$ cat config.mk
export PLATFORM = sky130hd
export DESIGN_NAME = blockc_stream_distributor_flat
export DESIGN_NICKNAME = d
export VERILOG_FILES = /design/src/rtl/blockc_stream_distributor_if.sv /design/src/rtl/blockc_stream_distributor.sv /design/src/flat_wrapper.sv
export SDC_FILE = /design/constraint.sdc
export NUM_CORES = 1
export LEC_CHECK = 0
export ABC_AREA = 1
export BUFFER_PORTS_ARGS = -buffer_cell sky130_fd_sc_hd__buf_4
export CORE_MARGIN = 1.5
export CORE_UTILIZATION = 35
export DETAILED_ROUTE_END_ITERATION = 6
export PLACE_DENSITY = 0.5
export SLEW_MARGIN = 25
export SYNTH_ARGS = -nofsm -noshare
export SYNTH_HDL_FRONTEND = slang
export SYNTH_SLANG_ARGS = --single-unit
export TNS_END_PERCENT = 20
$ cat constraint.sdc
create_clock -name clk -period 16 [get_ports clk]
set_input_delay 0.8 -clock clk [delete_from_list [all_inputs] [get_ports clk]]
set_output_delay 0.8 -clock clk [all_outputs]
set_load 0.005 [all_outputs]
$ cat src/rtl/blockc_stream_distributor_if.sv
// blockc_stream_distributor_if: source stream, configuration channel and per-destination
// channel bundle for blockc_stream_distributor.
interface blockc_stream_distributor_if #(
    parameter int DATA_W = 32,
    parameter int NUM_DST = 4
);
    logic src_vld;
    logic src_rdy;
    logic [DATA_W-1:0] src_data;
    logic cfg_req;
    logic [1:0] cfg_mode;
    logic [NUM_DST-1:0] cfg_mask;
    logic cfg_ack;
    logic [NUM_DST-1:0] dst_vld;
    logic [NUM_DST-1:0] dst_rdy;
    logic [NUM_DST*DATA_W-1:0] dst_data;
    logic busy;
    modport master (
        output src_vld, src_data, cfg_req, cfg_mode, cfg_mask, dst_rdy,
        input src_rdy, cfg_ack, dst_vld, dst_data, busy
    );
    modport slave (
        input src_vld, src_data, cfg_req, cfg_mode, cfg_mask, dst_rdy,
        output src_rdy, cfg_ack, dst_vld, dst_data, busy
    );
endinterface

$ cat src/rtl/blockc_stream_distributor.sv
// blockc_stream_distributor: fans one rdy/vld stream out to NUM_DST FIFO channels in
// field-select, round-robin or broadcast mode; BLOCKC_DIST_STATS_EN adds drop_cnt.
module blockc_stream_distributor #(
    parameter int DATA_W = 32,
    parameter int NUM_DST = 4,
    parameter int FIFO_DEPTH = 4,
    parameter int SEL_LSB = 0
) (
    input logic clk,
    input logic rst,
    blockc_stream_distributor_if.slave io
`ifdef BLOCKC_DIST_STATS_EN
    ,
    output logic [15:0] drop_cnt
`endif
);
    localparam int IW = $clog2(NUM_DST);
    localparam int NP = 1 << IW;
    localparam int PW = $clog2(FIFO_DEPTH);
    localparam int CW = $clog2(FIFO_DEPTH + 1);

    typedef enum logic [1:0] {IDLE, DRAIN, ACK, HOLD} state_t;
    state_t st, nxt;

    logic [1:0] mode;
    logic [NUM_DST-1:0] mask, full, nempty, push, pop;
    logic [IW-1:0] ptr, idx, tgt, rj;
    logic [NP-1:0] maskx, fullx;
    logic sel_ok, xfer;
    logic [CW-1:0] cnt [NUM_DST];
    logic [PW-1:0] wr [NUM_DST];
    logic [PW-1:0] rd [NUM_DST];
    logic [DATA_W-1:0] mem [NUM_DST][FIFO_DEPTH];

    // Padding to a power of two makes out-of-range field indices read as disabled.
    assign maskx = NP'(mask);
    assign fullx = NP'(full);
    assign idx = io.src_data[SEL_LSB +: IW];
    assign sel_ok = maskx[idx];
    assign io.dst_vld = nempty;
    assign io.busy = |nempty || st != IDLE;
    assign io.cfg_ack = st == ACK;

    always_comb begin
        for (int i = 0; i < NUM_DST; i++) begin
            full[i] = cnt[i] == CW'(FIFO_DEPTH);
            nempty[i] = cnt[i] != '0;
        end
    end

    always_comb begin
        tgt = ptr;
        rj = '0;
        for (int k = NUM_DST - 1; k >= 0; k--) begin
            rj = IW'((int'(ptr) + k) % NUM_DST);
            tgt = maskx[rj] ? rj : tgt;
        end
    end

    always_comb begin
        io.src_rdy = !rst && st == IDLE && !io.cfg_req &&
            (mode == 2'd0 ? !(sel_ok && fullx[idx]) :
             mode == 2'd1 ? |mask && !fullx[tgt] :
             mode == 2'd2 ? |mask && !(|(full & mask)) : 1'b0);
        xfer = io.src_vld && io.src_rdy;
        push = !xfer ? '0 :
               mode == 2'd0 ? (sel_ok ? NUM_DST'(1) << idx : '0) :
               mode == 2'd1 ? NUM_DST'(1) << tgt : mask;
        pop = nempty & io.dst_rdy;
    end

    always_comb begin
        io.dst_data = '0;
        for (int i = 0; i < NUM_DST; i++) io.dst_data[i*DATA_W +: DATA_W] = mem[i][rd[i]];
    end

    always_comb begin
        nxt = st;
        nxt = st == IDLE ? (io.cfg_req ? DRAIN : IDLE) :
              st == DRAIN ? (|nempty ? DRAIN : ACK) :
              st == ACK ? HOLD : (io.cfg_req ? HOLD : IDLE);
    end

    always_ff @(posedge clk or posedge rst) begin
        if (rst) st <= IDLE;
        else st <= nxt;
    end

    always_ff @(posedge clk or posedge rst) begin
        if (rst) begin
            mode <= 2'd1;
            mask <= '1;
            ptr <= '0;
        end else if (st == ACK) begin
            mode <= io.cfg_mode;
            mask <= io.cfg_mask;
            ptr <= '0;
        end else if (xfer && mode == 2'd1) begin
            ptr <= tgt == IW'(NUM_DST - 1) ? '0 : tgt + 1'b1;
        end
    end

    always_ff @(posedge clk or posedge rst) begin
        if (rst) begin
            for (int i = 0; i < NUM_DST; i++) begin
                cnt[i] <= '0;
                wr[i] <= '0;
                rd[i] <= '0;
                for (int j = 0; j < FIFO_DEPTH; j++) mem[i][j] <= '0;
            end
        end else begin
            for (int i = 0; i < NUM_DST; i++) begin
                if (push[i]) begin
                    mem[i][wr[i]] <= io.src_data;
                    wr[i] <= wr[i] == PW'(FIFO_DEPTH - 1) ? '0 : wr[i] + 1'b1;
                end
                if (pop[i]) rd[i] <= rd[i] == PW'(FIFO_DEPTH - 1) ? '0 : rd[i] + 1'b1;
                cnt[i] <= cnt[i] + CW'(push[i]) - CW'(pop[i]);
            end
        end
    end

`ifdef BLOCKC_DIST_STATS_EN
    logic drop;
    assign drop = xfer && mode == 2'd0 && !sel_ok;

    always_ff @(posedge clk or posedge rst) begin
        if (rst) drop_cnt <= '0;
        else if (drop && drop_cnt != 16'hFFFF) drop_cnt <= drop_cnt + 1'b1;
    end
`endif
endmodule

$ cat src/flat_wrapper.sv
// flat-port wrapper written by rule: the top's interface ports become plain ports
module blockc_stream_distributor_flat 
#(
    parameter int DATA_W = 32,
    parameter int NUM_DST = 4,
    parameter int FIFO_DEPTH = 4,
    parameter int SEL_LSB = 0
)
  (clk, rst, io_src_vld, io_src_data, io_cfg_req, io_cfg_mode, io_cfg_mask, io_dst_rdy, io_src_rdy, io_cfg_ack, io_dst_vld, io_dst_data, io_busy);
  blockc_stream_distributor_if #(.DATA_W(DATA_W), .NUM_DST(NUM_DST)) io_i ();
  input logic clk;
  input logic rst;
  input wire logic [$bits(io_i.src_vld)-1:0] io_src_vld;
  input wire logic [$bits(io_i.src_data)-1:0] io_src_data;
  input wire logic [$bits(io_i.cfg_req)-1:0] io_cfg_req;
  input wire logic [$bits(io_i.cfg_mode)-1:0] io_cfg_mode;
  input wire logic [$bits(io_i.cfg_mask)-1:0] io_cfg_mask;
  input wire logic [$bits(io_i.dst_rdy)-1:0] io_dst_rdy;
  output wire logic [$bits(io_i.src_rdy)-1:0] io_src_rdy;
  output wire logic [$bits(io_i.cfg_ack)-1:0] io_cfg_ack;
  output wire logic [$bits(io_i.dst_vld)-1:0] io_dst_vld;
  output wire logic [$bits(io_i.dst_data)-1:0] io_dst_data;
  output wire logic [$bits(io_i.busy)-1:0] io_busy;
  assign io_i.src_vld = io_src_vld;
  assign io_i.src_data = io_src_data;
  assign io_i.cfg_req = io_cfg_req;
  assign io_i.cfg_mode = io_cfg_mode;
  assign io_i.cfg_mask = io_cfg_mask;
  assign io_i.dst_rdy = io_dst_rdy;
  assign io_src_rdy = io_i.src_rdy;
  assign io_cfg_ack = io_i.cfg_ack;
  assign io_dst_vld = io_i.dst_vld;
  assign io_dst_data = io_i.dst_data;
  assign io_busy = io_i.busy;
  blockc_stream_distributor #(.DATA_W(DATA_W), .NUM_DST(NUM_DST), .FIFO_DEPTH(FIFO_DEPTH), .SEL_LSB(SEL_LSB)) u_core (.clk(clk), .rst(rst), .io(io_i));
endmodule
==> load_flow_metrics.sql, run 1 <==
INSERT INTO impl_metrics (metric_group, metric, value, unit) VALUES
('grt', 'global_route.usage.met2', '36.2', '%'),
('sta', 'maxSlewHeadroom', '32.1', '%'),
('power_and_ir_drop', 'power.density', '178', 'mW/mm^2'),
('setup_path', 'critical_path.startpoint', 'u_core.ptr[0]$_DFFE_PP0P_', ''),
('route', 'detail_route.wirelength', '103', 'mm'),
('synth', 'post_synth_net_total', '3996', ''),
('layout', 'finalCoreUtilization', '39.6', '%'),
('place', 'port_buffers', '180', ''),
('sta', 'finalSetupViolations', '0', ''),
('grt', 'grt_antenna_before_repair', '2', ''),
('clock_network', 'sink_count_of_the_clock_tree', '550', ''),
('synth', 'yosys.cell_types.count', '33', ''),
('floorplan', 'design.core.area', '0.0866', 'sq mm'),
('place', 'place_hpwl', '57.8', 'mm'),
('layout', 'antennaDiodeCount', '0', ''),
('synth', 'postSynthAreaPerCell', '7.81', 'sq um'),
('route', 'final_antenna_net_count', '0', ''),
('layout', 'final.fill_count', '8924', ''),
('clock_network', 'clock_latency', '0.61', 'ns'),
('place', 'gp_congestion', '0.778', ''),
('route', 'drt-wirelength-per-cell', '20.4', 'um'),
('setup_path', 'data_arrival_time_of_the_worst_path', '4.55', 'ns'),
('clock_network', 'clock_tree.root_cell', 'sky130_fd_sc_hd__clkbuf_16', ''),
('status', 'outcome', 'finished clean', ''),
('sta', 'tightest_slew', '1.02', 'ns'),
('setup_path', 'timing.critical_path.required', '16.47', 'ns'),
('clock_network', 'cts.clk_slew.worst_paths', '0.06', 'ns'),
('setup_path', 'classification_of_the_worst_setup_path', 'reg2reg', ''),
('sta', 'timing_max_transition_violations_final', '0', ''),
('sta', 'whs', '0.235', 'ns'),
('grt', 'grt_use_met3', '2.67', '%'),
('job', 'maxCapViolCount', '0', ''),
('grt', 'grt_max_degree', '146', ''),
('floorplan', 'rows', '108', ''),
('floorplan', 'dieWidth', '299', 'um'),
('route', 'route.vias.total', '25771', ''),
('synth', 'number_of_synthesized_register_bits', '550', ''),
('setup_path', 'cp-endpoint', 'u_core.cnt[5]$_DFF_PP0_', ''),
('sta', 'fin_skew', '0.0227', 'ns'),
('clock_network', 'cts-htree-levels', '3', ''),
('sta', 'max_freq', '0.245', 'GHz'),
('route', 'drt_pre_antenna_iters', '5', ''),
('place', 'pre_cts_slack', '11.56', 'ns'),
('synth', 'synth_commonest_cells', 'sky130_fd_sc_hd__nand2_1, sky130_fd_sc_hd__inv_1, sky130_fd_sc_hd__dfrtp_1, sky130_fd_sc_hd__nand3_1, sky130_fd_sc_hd__o21bai_1', ''),
('setup_path', 'timing.reg2reg.worst_path_depth', '23', ''),
('sta', 'post-route-worst-setup-slack', '11.92', 'ns'),
('sta', 'layout_worst_path_cycle_share', '25.5', '%'),
('clock_network', 'cts.path.max_buffers', '3', ''),
('synth', 'most_used_flip_flop_cell_after_synthesis', 'sky130_fd_sc_hd__dfrtp_1', ''),
('layout', 'drive_above_1_share', '9.61', '%'),
('synth', 'synth_top_area_share', '44.6', '%'),
('clock_network', 'tritoncts', 'built', ''),
('setup_path', 'r2r-end', 'u_core.cnt[5]$_DFF_PP0_', ''),
('synth', 'synth_top_cell_by_area', 'sky130_fd_sc_hd__dfrtp_1', ''),
('grt', 'grt_busiest_layer', 'met2', ''),
('route', 'avgViaCountPerCell', '5.10', ''),
('clock_network', 'hold_buffers', '0', ''),
('setup_path', 'critPathLaunchType', 'register', ''),
('synth', 'synth.most_common_cell', 'sky130_fd_sc_hd__nand2_1', ''),
('layout', 'area_growth', '12.3', '%'),
('synth', 'yosysWarnings', '0', ''),
('floorplan', 'top_level_ports', '181', ''),
('grt', 'grt_overflow', '0', ''),
('grt', 'met1_capacity_usage_during_global_routing', '32.7', '%'),
('route', 'dr.first_iter.drc_count', '2039', ''),
('sta', 'hold_violations', '0', ''),
('floorplan', 'fp.dieArea', '0.0891', 'sq mm'),
('setup_path', 'worstReg2RegStart', 'u_core.ptr[0]$_DFFE_PP0P_', ''),
('layout', 'nets_final', '3936', ''),
('grt', 'grt_pass1_wl', '159', 'mm'),
('setup_path', 'setup.reg_to_reg.worst_slack', '11.92', 'ns');
[worst max-delay path: stages, from the launching register on]
cell                      delay [ns]
sky130_fd_sc_hd__dfrtp_1        0.54
sky130_fd_sc_hd__inv_2          0.14
sky130_fd_sc_hd__nand2_1        0.11
sky130_fd_sc_hd__nand3_1        0.10
sky130_fd_sc_hd__nand2_1        0.09
sky130_fd_sc_hd__inv_1          0.04
sky130_fd_sc_hd__nand2_1        0.04
sky130_fd_sc_hd__nand2_1        0.09
sky130_fd_sc_hd__nand2_1        0.09
sky130_fd_sc_hd__nand2_1        0.08
sky130_fd_sc_hd__nand2_1        0.15
sky130_fd_sc_hd__inv_1          0.08
sky130_fd_sc_hd__ha_1           0.18
sky130_fd_sc_hd__nand2_1        0.06
sky130_fd_sc_hd__o21ai_0        0.08
sky130_fd_sc_hd__a21oi_1        0.27
sky130_fd_sc_hd__inv_1          0.07
sky130_fd_sc_hd__nand4_1        0.10
sky130_fd_sc_hd__buf_4          0.60
sky130_fd_sc_hd__ha_1           0.22
sky130_fd_sc_hd__inv_1          0.04
sky130_fd_sc_hd__ha_1           0.20
sky130_fd_sc_hd__fa_1           0.41
sky130_fd_sc_hd__xor2_1         0.17
[final cells by class]
cell class | instances | area [sq um] | area share [%]
clock inverters | 12 | 141 | 0.412
inverters | 594 | 2230 | 6.51
well taps | 1155 | 1450 | 4.21
clock buffers | 107 | 2110 | 6.15
flip-flops and latches | 550 | 13800 | 40.1
repair buffers | 245 | 1860 | 5.42
multi-input cells | 2395 | 12800 | 37.2
[through the flow]
step                instance area, sq um  std cells  total power [mW]
finish                             34300       5058              6.12
global route                       34300       5058              6.54
CTS                                34300       5058              6.19
detailed placement                 32100       4939              4.59
global placement                   32100       4939              4.57
floorplan                          30600       3914              3.46
[cell usage in the layout (no fill, tap or decap), types with 2 or more instances in the layout]
| cell type | count |
|---|---|
| sky130_fd_sc_hd__a21oi_1 | 386 |
| sky130_fd_sc_hd__a221oi_1 | 3 |
| sky130_fd_sc_hd__buf_4 | 242 |
| sky130_fd_sc_hd__buf_6 | 2 |
| sky130_fd_sc_hd__bufinv_16 | 3 |
| sky130_fd_sc_hd__clkbuf_1 | 16 |
| sky130_fd_sc_hd__clkbuf_16 | 71 |
| sky130_fd_sc_hd__clkbuf_8 | 20 |
| sky130_fd_sc_hd__clkinv_2 | 7 |
| sky130_fd_sc_hd__clkinvlp_4 | 2 |
| sky130_fd_sc_hd__dfrtp_1 | 545 |
| sky130_fd_sc_hd__dfstp_2 | 5 |
| sky130_fd_sc_hd__fa_1 | 4 |
| sky130_fd_sc_hd__ha_1 | 29 |
| sky130_fd_sc_hd__ha_2 | 3 |
| sky130_fd_sc_hd__inv_1 | 582 |
| sky130_fd_sc_hd__inv_2 | 10 |
| sky130_fd_sc_hd__nand2_1 | 718 |
| sky130_fd_sc_hd__nand3_1 | 528 |
| sky130_fd_sc_hd__nand4_1 | 6 |
| sky130_fd_sc_hd__nor2_1 | 19 |
| sky130_fd_sc_hd__nor2_4 | 4 |
| sky130_fd_sc_hd__nor3_1 | 12 |
| sky130_fd_sc_hd__nor4_1 | 2 |
| sky130_fd_sc_hd__o21ai_0 | 153 |
| sky130_fd_sc_hd__o21bai_1 | 512 |
| sky130_fd_sc_hd__xnor2_1 | 5 |
| sky130_fd_sc_hd__xor2_1 | 3 |
[where the power goes]
| part | total, mW | switching (mW) | internal (mW) |
|---|---|---|---|
| clock network | 1.58 | 0.624 | 0.951 |
| registers | 1.88 | 0.174 | 1.71 |
| logic | 2.66 | 1.76 | 0.901 |
[per-layer routing]
metal	vias up	part of all wire (%)
met2	599	46
met1	12622	46
met3	125	4.7
met5	-	0
li1	12425	-
met4	0	2.9
[cell families (layout without fill, tap and decap cells)]
kind of cell    count (synthesis)  after routing  share of synthesized area [%]
fa+ha+maj                      36             36                           1.57
buf+inv                       969            958                           13.2
flops                         550            550                           45.0
xor+xnor                        8              8                          0.229
simple gates                 1292           1292                           18.3
compound gates               1059           1059                           21.6
[worst min path at each step]
stage                                  end  slack, ns  cells after the start
3_3_place_gp    u_core.mode[0]$_DFFE_PP1P_       0.51                      2
3_5_place_dp    u_core.mode[0]$_DFFE_PP1P_       0.52                      2
2_1_floorplan      u_core.cnt[3]$_DFF_PP0_       0.49                      1
6_report       u_core.mem[120]$_DFFE_PP0P_       0.23                      2
5_1_grt        u_core.mem[120]$_DFFE_PP0P_       0.26                      2
4_1_cts         u_core.mem[59]$_DFFE_PP0P_       0.22                      2
[state kept, by name, summed over array words and instances (netlist names)]
register,flops
u_core.st,2
u_core.wr,8
u_core.ptr,2
u_core.mem,512
u_core.mask,4
u_core.cnt,12
u_core.mode,2
u_core.rd,8
Note: power is estimated with default switching activity, not from simulation.
==> run 2, diff against run 1 <==
- PLACE_DENSITY: 0.5 -> 0.48
- clock period: 16 -> 3.8 ns (I/O delays scaled with it)
==> run 2 against run 1 <==
Global-route usage grew 0.29 points. Worst hold slack got worse by 0.21 ns. Non-clock buffer count increased by 42. Critical path type unchanged. Die area stayed put. First-iteration DRC count down 6.3%. Combinational power grew to 4.3 times the previous value. Cell area increased by 1.9%. Utilization up 0.76 points. Critical path depth is 4 lower. Critical endpoint is now u_core.cnt[8]$_DFF_PP0_. Via count rose by 0.33%.
==> load_flow_metrics.sql, run 2 (same netlist as run 1, synthesis figures left out) <==
INSERT INTO impl_metrics (metric_group, metric, value, unit) VALUES
('setup_path', 'cp_common_cell', 'sky130_fd_sc_hd__nand2_1', ''),
('sta', 'post-route-min-period', '3.46', 'ns'),
('grt', 'grt_pass1_vias', '25375', ''),
('power_and_ir_drop', 'power.density', '743', 'mW/mm^2'),
('clock_network', 'clock_latency', '0.62', 'ns'),
('setup_path', 'critical_path_buf_inv_count', '3', ''),
('setup_path', 'critPathLaunchType', 'register', ''),
('sta', 'tightest_slew', '0.993', 'ns'),
('clock_network', 'cts.clk_slew.worst_paths', '0.06', 'ns'),
('power_and_ir_drop', 'power.combinational.fraction', '43.9', '%'),
('layout', 'top_register', 'u_core.mem', ''),
('setup_path', 'critPathTopFamily', 'adder cells', ''),
('floorplan', 'top_level_ports', '181', ''),
('setup_path', 'timing.critical_path.required', '4.29', 'ns'),
('layout', 'layout.cell_area.non_filler', '0.0350', 'sq mm'),
('sta', 'rsz0062_at_grt', 'no', ''),
('layout', 'antennaDiodeCount', '0', ''),
('power_and_ir_drop', 'clockPowerShare', '25.5', '%'),
('setup_path', 'classification_of_the_worst_setup_path', 'reg2reg', ''),
('sta', 'fin_skew', '0.0213', 'ns'),
('place', 'gp_congestion', '0.770', ''),
('floorplan', 'dieWidth', '299', 'um'),
('place', 'place_hpwl', '59.7', 'mm'),
('floorplan', 'fp.dieArea', '0.0891', 'sq mm'),
('setup_path', 'crit_path_cell_trace', 'inv_1 > nand2_1 > nand3_1 > nand2_1 > inv_1 > nand2_1 > nand2_1 > nand2_1 > nand2_1 > nand2_1 > ha_1 > nor2_1 > a221oi_1 > nand4_1 > ha_1 > inv_1 > ha_1 > fa_1 > xor2_1', ''),
('clock_network', 'cts-buffers-inserted', '69', ''),
('place', 'placed_cells', '4946', ''),
('setup_path', 'data_arrival_time_of_the_worst_path', '3.95', 'ns'),
('route', 'final_antenna_net_count', '0', ''),
('layout', 'largest_reg_flops', '512', ''),
('floorplan', 'die_height', '299', 'um'),
('setup_path', 'r2r-end', 'u_core.cnt[8]$_DFF_PP0_', ''),
('grt', 'grt_overflow', '0', ''),
('clock_network', 'clock_tree.root_cell', 'sky130_fd_sc_hd__clkbuf_16', ''),
('layout', 'area_growth', '14.5', '%'),
('layout', 'layout_commonest_cell', 'sky130_fd_sc_hd__nand2_1', ''),
('route', 'drc', '0', ''),
('layout', 'drive_above_1_share', '9.67', '%'),
('grt', 'global_route.usage.met2', '37.7', '%'),
('power_and_ir_drop', 'share_seq_of_total_power', '30.6', '%'),
('layout', 'finalCoreUtilization', '40.4', '%'),
('route', 'drt_pre_antenna_iters', '6', ''),
('grt', 'grt_pass1_wl', '161', 'mm'),
('setup_path', 'worstReg2RegStart', 'u_core.mask[3]$_DFFE_PP1P_', ''),
('setup_path', 'timing.reg2reg.worst_path_depth', '19', ''),
('setup_path', 'cpMaxStageDelayCell', 'sky130_fd_sc_hd__dfstp_2', ''),
('hold_path', 'min_path_type', 'in2reg', ''),
('setup_path', 'cp-endpoint', 'u_core.cnt[8]$_DFF_PP0_', ''),
('setup_path', 'crit_path_max_incr_delay', '0.56', 'ns'),
('grt', 'grt_max_degree', '148', ''),
('setup_path', 'critical_path_depth', '19', ''),
('clock_network', 'cts.path.max_buffers', '3', ''),
('route', 'detail_route.wirelength', '104', 'mm'),
('clock_network', 'tritoncts', 'built', ''),
('grt', 'groute.usage.overall', '23.2', '%'),
('power_and_ir_drop', 'net_switching_power', '10.9', 'mW'),
('sta', 'hold_violations', '0', ''),
('setup_path', 'critical_path.endpoint_type', 'register', ''),
('setup_path', 'setup.reg_to_reg.worst_slack', '0.34', 'ns'),
('sta', 'layout_worst_path_cycle_share', '91.1', '%'),
('job', 'maxCapViolCount', '0', ''),
('power_and_ir_drop', 'cellLeakagePower', '16.3', 'nW'),
('power_and_ir_drop', 'internal_power', '15.1', 'mW'),
('sta', 'maxSlewHeadroom', '33.7', '%'),
('layout', 'most-common-layout-cells', 'sky130_fd_sc_hd__nand2_1, sky130_fd_sc_hd__inv_1, sky130_fd_sc_hd__dfrtp_1, sky130_fd_sc_hd__nand3_1, sky130_fd_sc_hd__o21bai_1', ''),
('layout', 'nets_final', '3979', ''),
('grt', 'met1_capacity_usage_during_global_routing', '33.2', '%'),
('power_and_ir_drop', 'worst_ir_drop_vdd', '0.430', 'mV'),
('status', 'outcome', 'finished clean', ''),
('sta', 'timing_max_transition_violations_final', '0', ''),
('floorplan', 'rows', '108', ''),
('clock_network', 'sink_count_of_the_clock_tree', '550', ''),
('setup_path', 'path_max_fanout', '4', ''),
('place', 'place_area', '0.0324', 'sq mm'),
('sta', 'max_freq', '0.289', 'GHz'),
('route', 'avgViaCountPerCell', '5.07', ''),
('layout', 'largest_registers_in_the_final_layout', 'u_core.mem: 512 flops, u_core.cnt: 12 flops', ''),
('route', 'route.vias.total', '25855', ''),
('route', 'dr.first_iter.drc_count', '1911', ''),
('sta', 'finalSetupViolations', '0', ''),
('place', 'port_buffers', '180', ''),
('grt', 'grt_busiest_layer', 'met2', ''),
('grt', 'grt_use_met3', '2.73', '%'),
('floorplan', 'initial_utilization', '35.3', '%'),
('route', 'drt-wirelength-per-cell', '20.5', 'um'),
('hold_path', 'min_delay_path_depth', '3', ''),
('layout', 'final.fill_count', '8996', ''),
('setup_path', 'critical_path.startpoint', 'u_core.mask[3]$_DFFE_PP1P_', ''),
('floorplan', 'design.core.area', '0.0866', 'sq mm'),
('layout', 'post_layout_nonfiller_instances', '5104', ''),
('power_and_ir_drop', 'power.total', '26.0', 'mW'),
('grt', 'grt_antenna_before_repair', '1', ''),
('clock_network', 'cts-htree-levels', '3', ''),
('power_and_ir_drop', 'sw_frac_of_total', '42.1', '%');
-- run 2: cell types whose count changed in the layout (fill, tap and decap cells not counted), moves of 2 or more --
cell                            delta
sky130_fd_sc_hd__ha_1              +3
sky130_fd_sc_hd__clkbuf_1          +2
sky130_fd_sc_hd__ha_2              -3
sky130_fd_sc_hd__buf_4            -13
sky130_fd_sc_hd__inv_6             +4
sky130_fd_sc_hd__buf_6             -2
sky130_fd_sc_hd__dlygate4sd3_1    +35
sky130_fd_sc_hd__buf_12           +22
-- run 2: per-layer routing --
metal  routed length, um  share of wire (%)  vias to the layer above
met5                   0                  0                        -
met4                1920                1.8                        0
met3                4160                4.0                      103
met2               49000                 47                      536
met1               49400                 47                    12701
li1                    -                  -                    12515
-- run 2: worst register-to-register path, stage by stage, from the launching register on --
cell	delay, ns
sky130_fd_sc_hd__dfstp_2	0.56
sky130_fd_sc_hd__inv_1	0.10
sky130_fd_sc_hd__nand2_1	0.09
sky130_fd_sc_hd__nand3_1	0.09
sky130_fd_sc_hd__nand2_1	0.07
sky130_fd_sc_hd__inv_1	0.04
sky130_fd_sc_hd__nand2_1	0.04
sky130_fd_sc_hd__nand2_1	0.08
sky130_fd_sc_hd__nand2_1	0.09
sky130_fd_sc_hd__nand2_1	0.08
sky130_fd_sc_hd__nand2_1	0.15
sky130_fd_sc_hd__ha_1	0.17
sky130_fd_sc_hd__nor2_1	0.04
sky130_fd_sc_hd__a221oi_1	0.32
sky130_fd_sc_hd__nand4_1	0.28
sky130_fd_sc_hd__ha_1	0.37
sky130_fd_sc_hd__inv_1	0.04
sky130_fd_sc_hd__ha_1	0.18
sky130_fd_sc_hd__fa_1	0.37
sky130_fd_sc_hd__xor2_1	0.17
-- run 2: repair_timing --
| item | 4_1_cts | 5_1_grt |
|---|---|---|
| buffers inserted | 0 | 0 |
| hold buffers | 35 | 0 |
| endpoints found under the setup margin | 0 | 3 |
| resized for setup | 0 | 1 |
| hold endpoints to repair | 278 | 0 |
-- run 2: worst min-delay path by stage --
stage	end	startpoint	slack [ns]
after floorplan	u_core.mask[0]$_DFFE_PP1P_	io_cfg_mask[0]	0.31
after global placement	u_core.mode[1]$_DFFE_PP0P_	io_cfg_mode[1]	0.41
after detailed placement	u_core.mode[1]$_DFFE_PP0P_	io_cfg_mode[1]	0.41
after CTS	u_core.mem[154]$_DFFE_PP0P_	io_src_data[26]	0.0001
after global routing	u_core.mem[218]$_DFFE_PP0P_	io_src_data[26]	0.007
final	u_core.mem[154]$_DFFE_PP0P_	io_src_data[26]	0.03
-- run 2: area by class of cell --
class | count | area (sq um) | share of cell area (%)
repair buffers | 287 | 2530 | 7.23
clock inverters | 15 | 144 | 0.411
well taps | 1155 | 1450 | 4.13
clock buffers | 108 | 2110 | 6.02
multi-input cells | 2395 | 12800 | 36.5
inverters | 594 | 2230 | 6.38
flip-flops and latches | 550 | 13800 | 39.4
-- run 2: metrics by stage --
step	setup slack, ns	TNS [ns]	hold WS (ns)
after global routing	0.0178	0	0.00652
final	0.340	0	0.0284
after CTS	0.281	0	0.0000964
after detailed placement	0.296	0	0.406
after global placement	0.348	0	0.406
after floorplan	-6.13	-5028.47	0.307
-- run 2: power by group through the flow --
stage	logic, mW	registers [mW]	clock network, mW
after global placement	11.5	8.01	0
after floorplan	6.69	7.87	0
final	11.4	7.95	6.63
after detailed placement	11.4	8.03	0
after CTS	11.5	7.94	6.80
after global routing	12.6	8.11	7.01
==> run 3, diff against run 2 <==
- ABC_AREA: 1 -> 0
==> run 3 against run 2 <==
Die area down 18%. Setup slack worse by 0.032 ns. Non-clock buffer count up 1. Critical path type unchanged. Cell area down 15%. Highest routed layer unchanged. Worst hold slack better by 0.055 ns. Flip-flop and latch count unchanged. Wire length down 23%. Global-route usage down 1.4 points. Final cell count down 42%. First-iteration DRC count down 22%. Largest cell class unchanged. Sequential share of layout area up 6.9 points.
==> load_flow_metrics.sql, run 3 <==
INSERT INTO impl_metrics (metric_group, metric, value, unit) VALUES
('status', 'outcome', 'finished clean', ''),
('grt', 'groute.usage.overall', '21.8', '%'),
('layout', 'final.fill_count', '6424', ''),
('place', 'place_area', '0.0272', 'sq mm'),
('sta', 'post-route-min-period', '3.49', 'ns'),
('route', 'detail_route.wirelength', '80.0', 'mm'),
('job', 'maxCapViolCount', '0', ''),
('place', 'placed_cells', '2814', ''),
('setup_path', 'critical_path.endpoint_type', 'register', ''),
('sta', 'hold_violations', '0', ''),
('synth', 'synth_top_area_share', '54.6', '%'),
('layout', 'layout_commonest_cell', 'sky130_fd_sc_hd__dfrtp_1', ''),
('synth', 'yosysWarnings', '0', ''),
('clock_network', 'sink_count_of_the_clock_tree', '550', ''),
('power_and_ir_drop', 'share_seq_of_total_power', '43.1', '%'),
('sta', 'post-route-worst-setup-slack', '0.308', 'ns'),
('layout', 'most-common-layout-cells', 'sky130_fd_sc_hd__dfrtp_1, sky130_fd_sc_hd__a22o_1, sky130_fd_sc_hd__buf_4, sky130_fd_sc_hd__nand2_1, sky130_fd_sc_hd__mux4_2', ''),
('grt', 'grt_overflow', '0', ''),
('synth', 'yosys.area_share.adder', '1.92', '%'),
('synth', 'synth-compound-area-share', '19.0', '%'),
('clock_network', 'tritoncts', 'built', ''),
('grt', 'grt_pass1_wl', '121', 'mm'),
('route', 'route.vias.total', '17005', ''),
('sta', 'rsz0062_at_grt', 'no', ''),
('synth', 'post_synth_net_total', '1885', ''),
('setup_path', 'path_max_fanout', '8', ''),
('power_and_ir_drop', 'net_switching_power', '4.27', 'mW'),
('layout', 'finalCoreUtilization', '42.3', '%'),
('clock_network', 'clock_latency', '0.59', 'ns'),
('floorplan', 'design.core.area', '0.0704', 'sq mm'),
('power_and_ir_drop', 'power.density', '511', 'mW/mm^2'),
('clock_network', 'cts.path.max_buffers', '3', ''),
('route', 'drt_pre_antenna_iters', '5', ''),
('grt', 'grt_antenna_before_repair', '2', ''),
('synth', 'cells_after_synthesis', '1803', ''),
('clock_network', 'postCtsSetupRepairBufs', '0', ''),
('layout', 'largest_reg_flops', '512', ''),
('power_and_ir_drop', 'internal_power', '10.9', 'mW'),
('place', 'port_buffers', '180', ''),
('synth', 'fraction_of_the_yosys_area_taken_by_sequential_cells', '55.1', '%'),
('setup_path', 'setup.reg_to_reg.worst_slack', '0.31', 'ns'),
('power_and_ir_drop', 'clockPowerShare', '41.3', '%'),
('clock_network', 'cts-buffers-inserted', '66', ''),
('sta', 'max_freq', '0.286', 'GHz'),
('synth', 'synth_area_leaders', 'sky130_fd_sc_hd__dfrtp_1, sky130_fd_sc_hd__a22o_1, sky130_fd_sc_hd__mux4_2', ''),
('synth', 'synth_async_sr_flop_share', '100', '%'),
('route', 'avgViaCountPerCell', '5.72', ''),
('layout', 'drive_above_1_share', '29.5', '%'),
('synth', 'synth_top_cell_by_area', 'sky130_fd_sc_hd__dfrtp_1', ''),
('hold_path', 'min_path_type', 'in2reg', ''),
('floorplan', 'rows', '97', ''),
('sta', 'whs', '0.0834', 'ns'),
('sta', 'maxSlewHeadroom', '27.8', '%'),
('clock_network', 'cts-htree-levels', '3', ''),
('synth', 'synth_commonest_cells', 'sky130_fd_sc_hd__dfrtp_1, sky130_fd_sc_hd__a22o_1, sky130_fd_sc_hd__nand2_1, sky130_fd_sc_hd__mux4_2, sky130_fd_sc_hd__o2bb2ai_1', ''),
('grt', 'grt_max_degree', '153', ''),
('power_and_ir_drop', 'cellLeakagePower', '13.7', 'nW'),
('layout', 'top_register', 'u_core.mem', ''),
('synth', 'yosys.cell_types.count', '51', ''),
('place', 'gp_congestion', '0.776', ''),
('sta', 'tightest_slew', '1.08', 'ns'),
('clock_network', 'cts.clk_slew.worst_paths', '0.05', 'ns'),
('synth', 'synth.most_common_cell', 'sky130_fd_sc_hd__dfrtp_1', ''),
('sta', 'layout_worst_path_cycle_share', '91.9', '%'),
('setup_path', 'worstReg2RegStart', 'u_core.mask[2]$_DFFE_PP1P_', ''),
('synth', 'postSynthAreaPerCell', '13.9', 'sq um'),
('floorplan', 'fp.dieArea', '0.0730', 'sq mm'),
('synth', 'number_of_synthesized_register_bits', '550', ''),
('setup_path', 'critical_path.startpoint', 'u_core.mask[2]$_DFFE_PP1P_', ''),
('layout', 'nets_final', '2065', ''),
('synth', 'synth_edf_count', '0', ''),
('place', 'place_hpwl', '46.2', 'mm'),
('route', 'drc', '0', ''),
('synth', 'most_used_flip_flop_cell_after_synthesis', 'sky130_fd_sc_hd__dfrtp_1', ''),
('sta', 'timing_max_transition_violations_final', '0', ''),
('power_and_ir_drop', 'worst_ir_drop_vdd', '0.243', 'mV'),
('layout', 'area_growth', '19.2', '%'),
('sta', 'fin_skew', '0.0213', 'ns'),
('setup_path', 'classification_of_the_worst_setup_path', 'reg2reg', ''),
('floorplan', 'die_height', '270', 'um'),
('place', 'pre_cts_slack', '0.313', 'ns'),
('clock_network', 'clock_tree.root_cell', 'sky130_fd_sc_hd__clkbuf_16', ''),
('synth', 'synthesis.area', '0.0250', 'sq mm'),
('setup_path', 'timing.critical_path.required', '4.25', 'ns'),
('hold_path', 'hold_path_startpoint', 'io_dst_rdy[3]', ''),
('setup_path', 'data_arrival_time_of_the_worst_path', '3.94', 'ns'),
('synth', 'synthXorXnorAreaFrac', '0.280', '%'),
('grt', 'grt_pass1_vias', '18089', ''),
('floorplan', 'initial_utilization', '35.5', '%'),
('power_and_ir_drop', 'sw_frac_of_total', '28.0', '%'),
('floorplan', 'dieWidth', '270', 'um'),
('layout', 'layout.cell_area.non_filler', '0.0298', 'sq mm'),
('route', 'dr.first_iter.drc_count', '1493', ''),
('synth', 'main_combinational_cell_family_by_area_after_synthesis', 'compound AO/OA/AOI/OAI gates', ''),
('power_and_ir_drop', 'power.combinational.fraction', '15.5', '%'),
('layout', 'post_layout_nonfiller_instances', '2972', ''),
('synth', 'synth_simple_gate_area_share', '7.02', '%'),
('setup_path', 'critPathLaunchType', 'register', ''),
('route', 'final_antenna_net_count', '0', ''),
('synth', 'synth_mux_area_share', '12.3', '%'),
('floorplan', 'top_level_ports', '181', ''),
('layout', 'largest_registers_in_the_final_layout', 'u_core.mem: 512 flops, u_core.cnt: 12 flops', ''),
('sta', 'finalSetupViolations', '0', ''),
('route', 'drt-wirelength-per-cell', '26.9', 'um');
## run 3: layout make-up
cell class | count | area, sq um | share of cell area [%]
Antenna cell | 1 | 2.50 | 0.00840
Clock buffer | 99 | 1980 | 6.65
Clock inverter | 17 | 170 | 0.571
Inverter | 32 | 124 | 0.416
Multi-Input combinational cell | 1045 | 10200 | 34.1
Sequential cell | 550 | 13800 | 46.2
Tap cell | 940 | 1180 | 3.95
Timing Repair Buffer | 288 | 2400 | 8.07
## run 3: worst max-delay path, stage by stage, from the launching register on
cell	delay, ns
sky130_fd_sc_hd__dfstp_2	0.61
sky130_fd_sc_hd__nor2b_1	0.20
sky130_fd_sc_hd__o21ai_1	0.09
sky130_fd_sc_hd__o211ai_1	0.20
sky130_fd_sc_hd__mux4_2	0.70
sky130_fd_sc_hd__o22ai_2	0.28
sky130_fd_sc_hd__nand2_4	0.09
sky130_fd_sc_hd__ha_1	0.29
sky130_fd_sc_hd__inv_1	0.04
sky130_fd_sc_hd__ha_1	0.19
sky130_fd_sc_hd__fa_1	0.39
sky130_fd_sc_hd__xor2_1	0.17
sky130_fd_sc_hd__xnor2_1	0.13
## run 3: path summary, 6_finish.rpt
kind                                                to  cells past startpoint
min in group asynchronous     u_core.cnt[10]$_DFF_PP0_                      3
max                            u_core.cnt[2]$_DFF_PP0_                     12
min reg2reg                u_core.mem[105]$_DFFE_PP0P_                      1
min                           u_core.rd[0]$_DFFE_PP0P_                      3
max reg2reg                    u_core.cnt[2]$_DFF_PP0_                     12
max in group asynchronous     u_core.rd[0]$_DFFE_PP0P_                      4
## run 3: logic make-up (layout without fill, tap and decap cells)
kind of cell	count (synthesis)	in the layout
flops	550	550
compound gates	548	548
simple gates	310	310
buf+inv	208	436
mux	143	143
fa+ha+maj	36	36
xor+xnor	8	8
other cells	0	1
## run 3: routing by layer
metal  track usage (%)  vias to the layer above  part of all wire (%)  wire length [um]
met1              30.5                     9102                    44             35200
met2              33.8                      561                    46             37000
li1                  -                     7230                     -                 -
met3              4.25                      112                   6.6              5260
met5                 0                        -                     0                 0
met4              7.89                        0                   3.2              2580
## run 3: per-stage QoR
stage | setup TNS [ns] | power [mW]
floorplan | -2117.88 | 8.13
global placement | 0 | 9.00
detailed placement | 0 | 9.04
CTS | 0 | 15.4
global route | 0 | 15.9
finish | 0 | 15.2
## run 3: power groups by stage
stage                     registers, mW  logic [mW]  clock network, mW
after global routing               6.62        2.56               6.72
after CTS                          6.57        2.42               6.46
final                              6.56        2.37               6.29
after global placement             6.66        2.34                  0
after detailed placement           6.67        2.37                  0
after floorplan                    6.29        1.84                  0
## run 3: what timing repair did
item                       in CTS  in global routing
hold endpoints to repair      179                  0
setup endpoints to repair       0                  0
hold buffers                   41                  0
resized for setup               0                  0
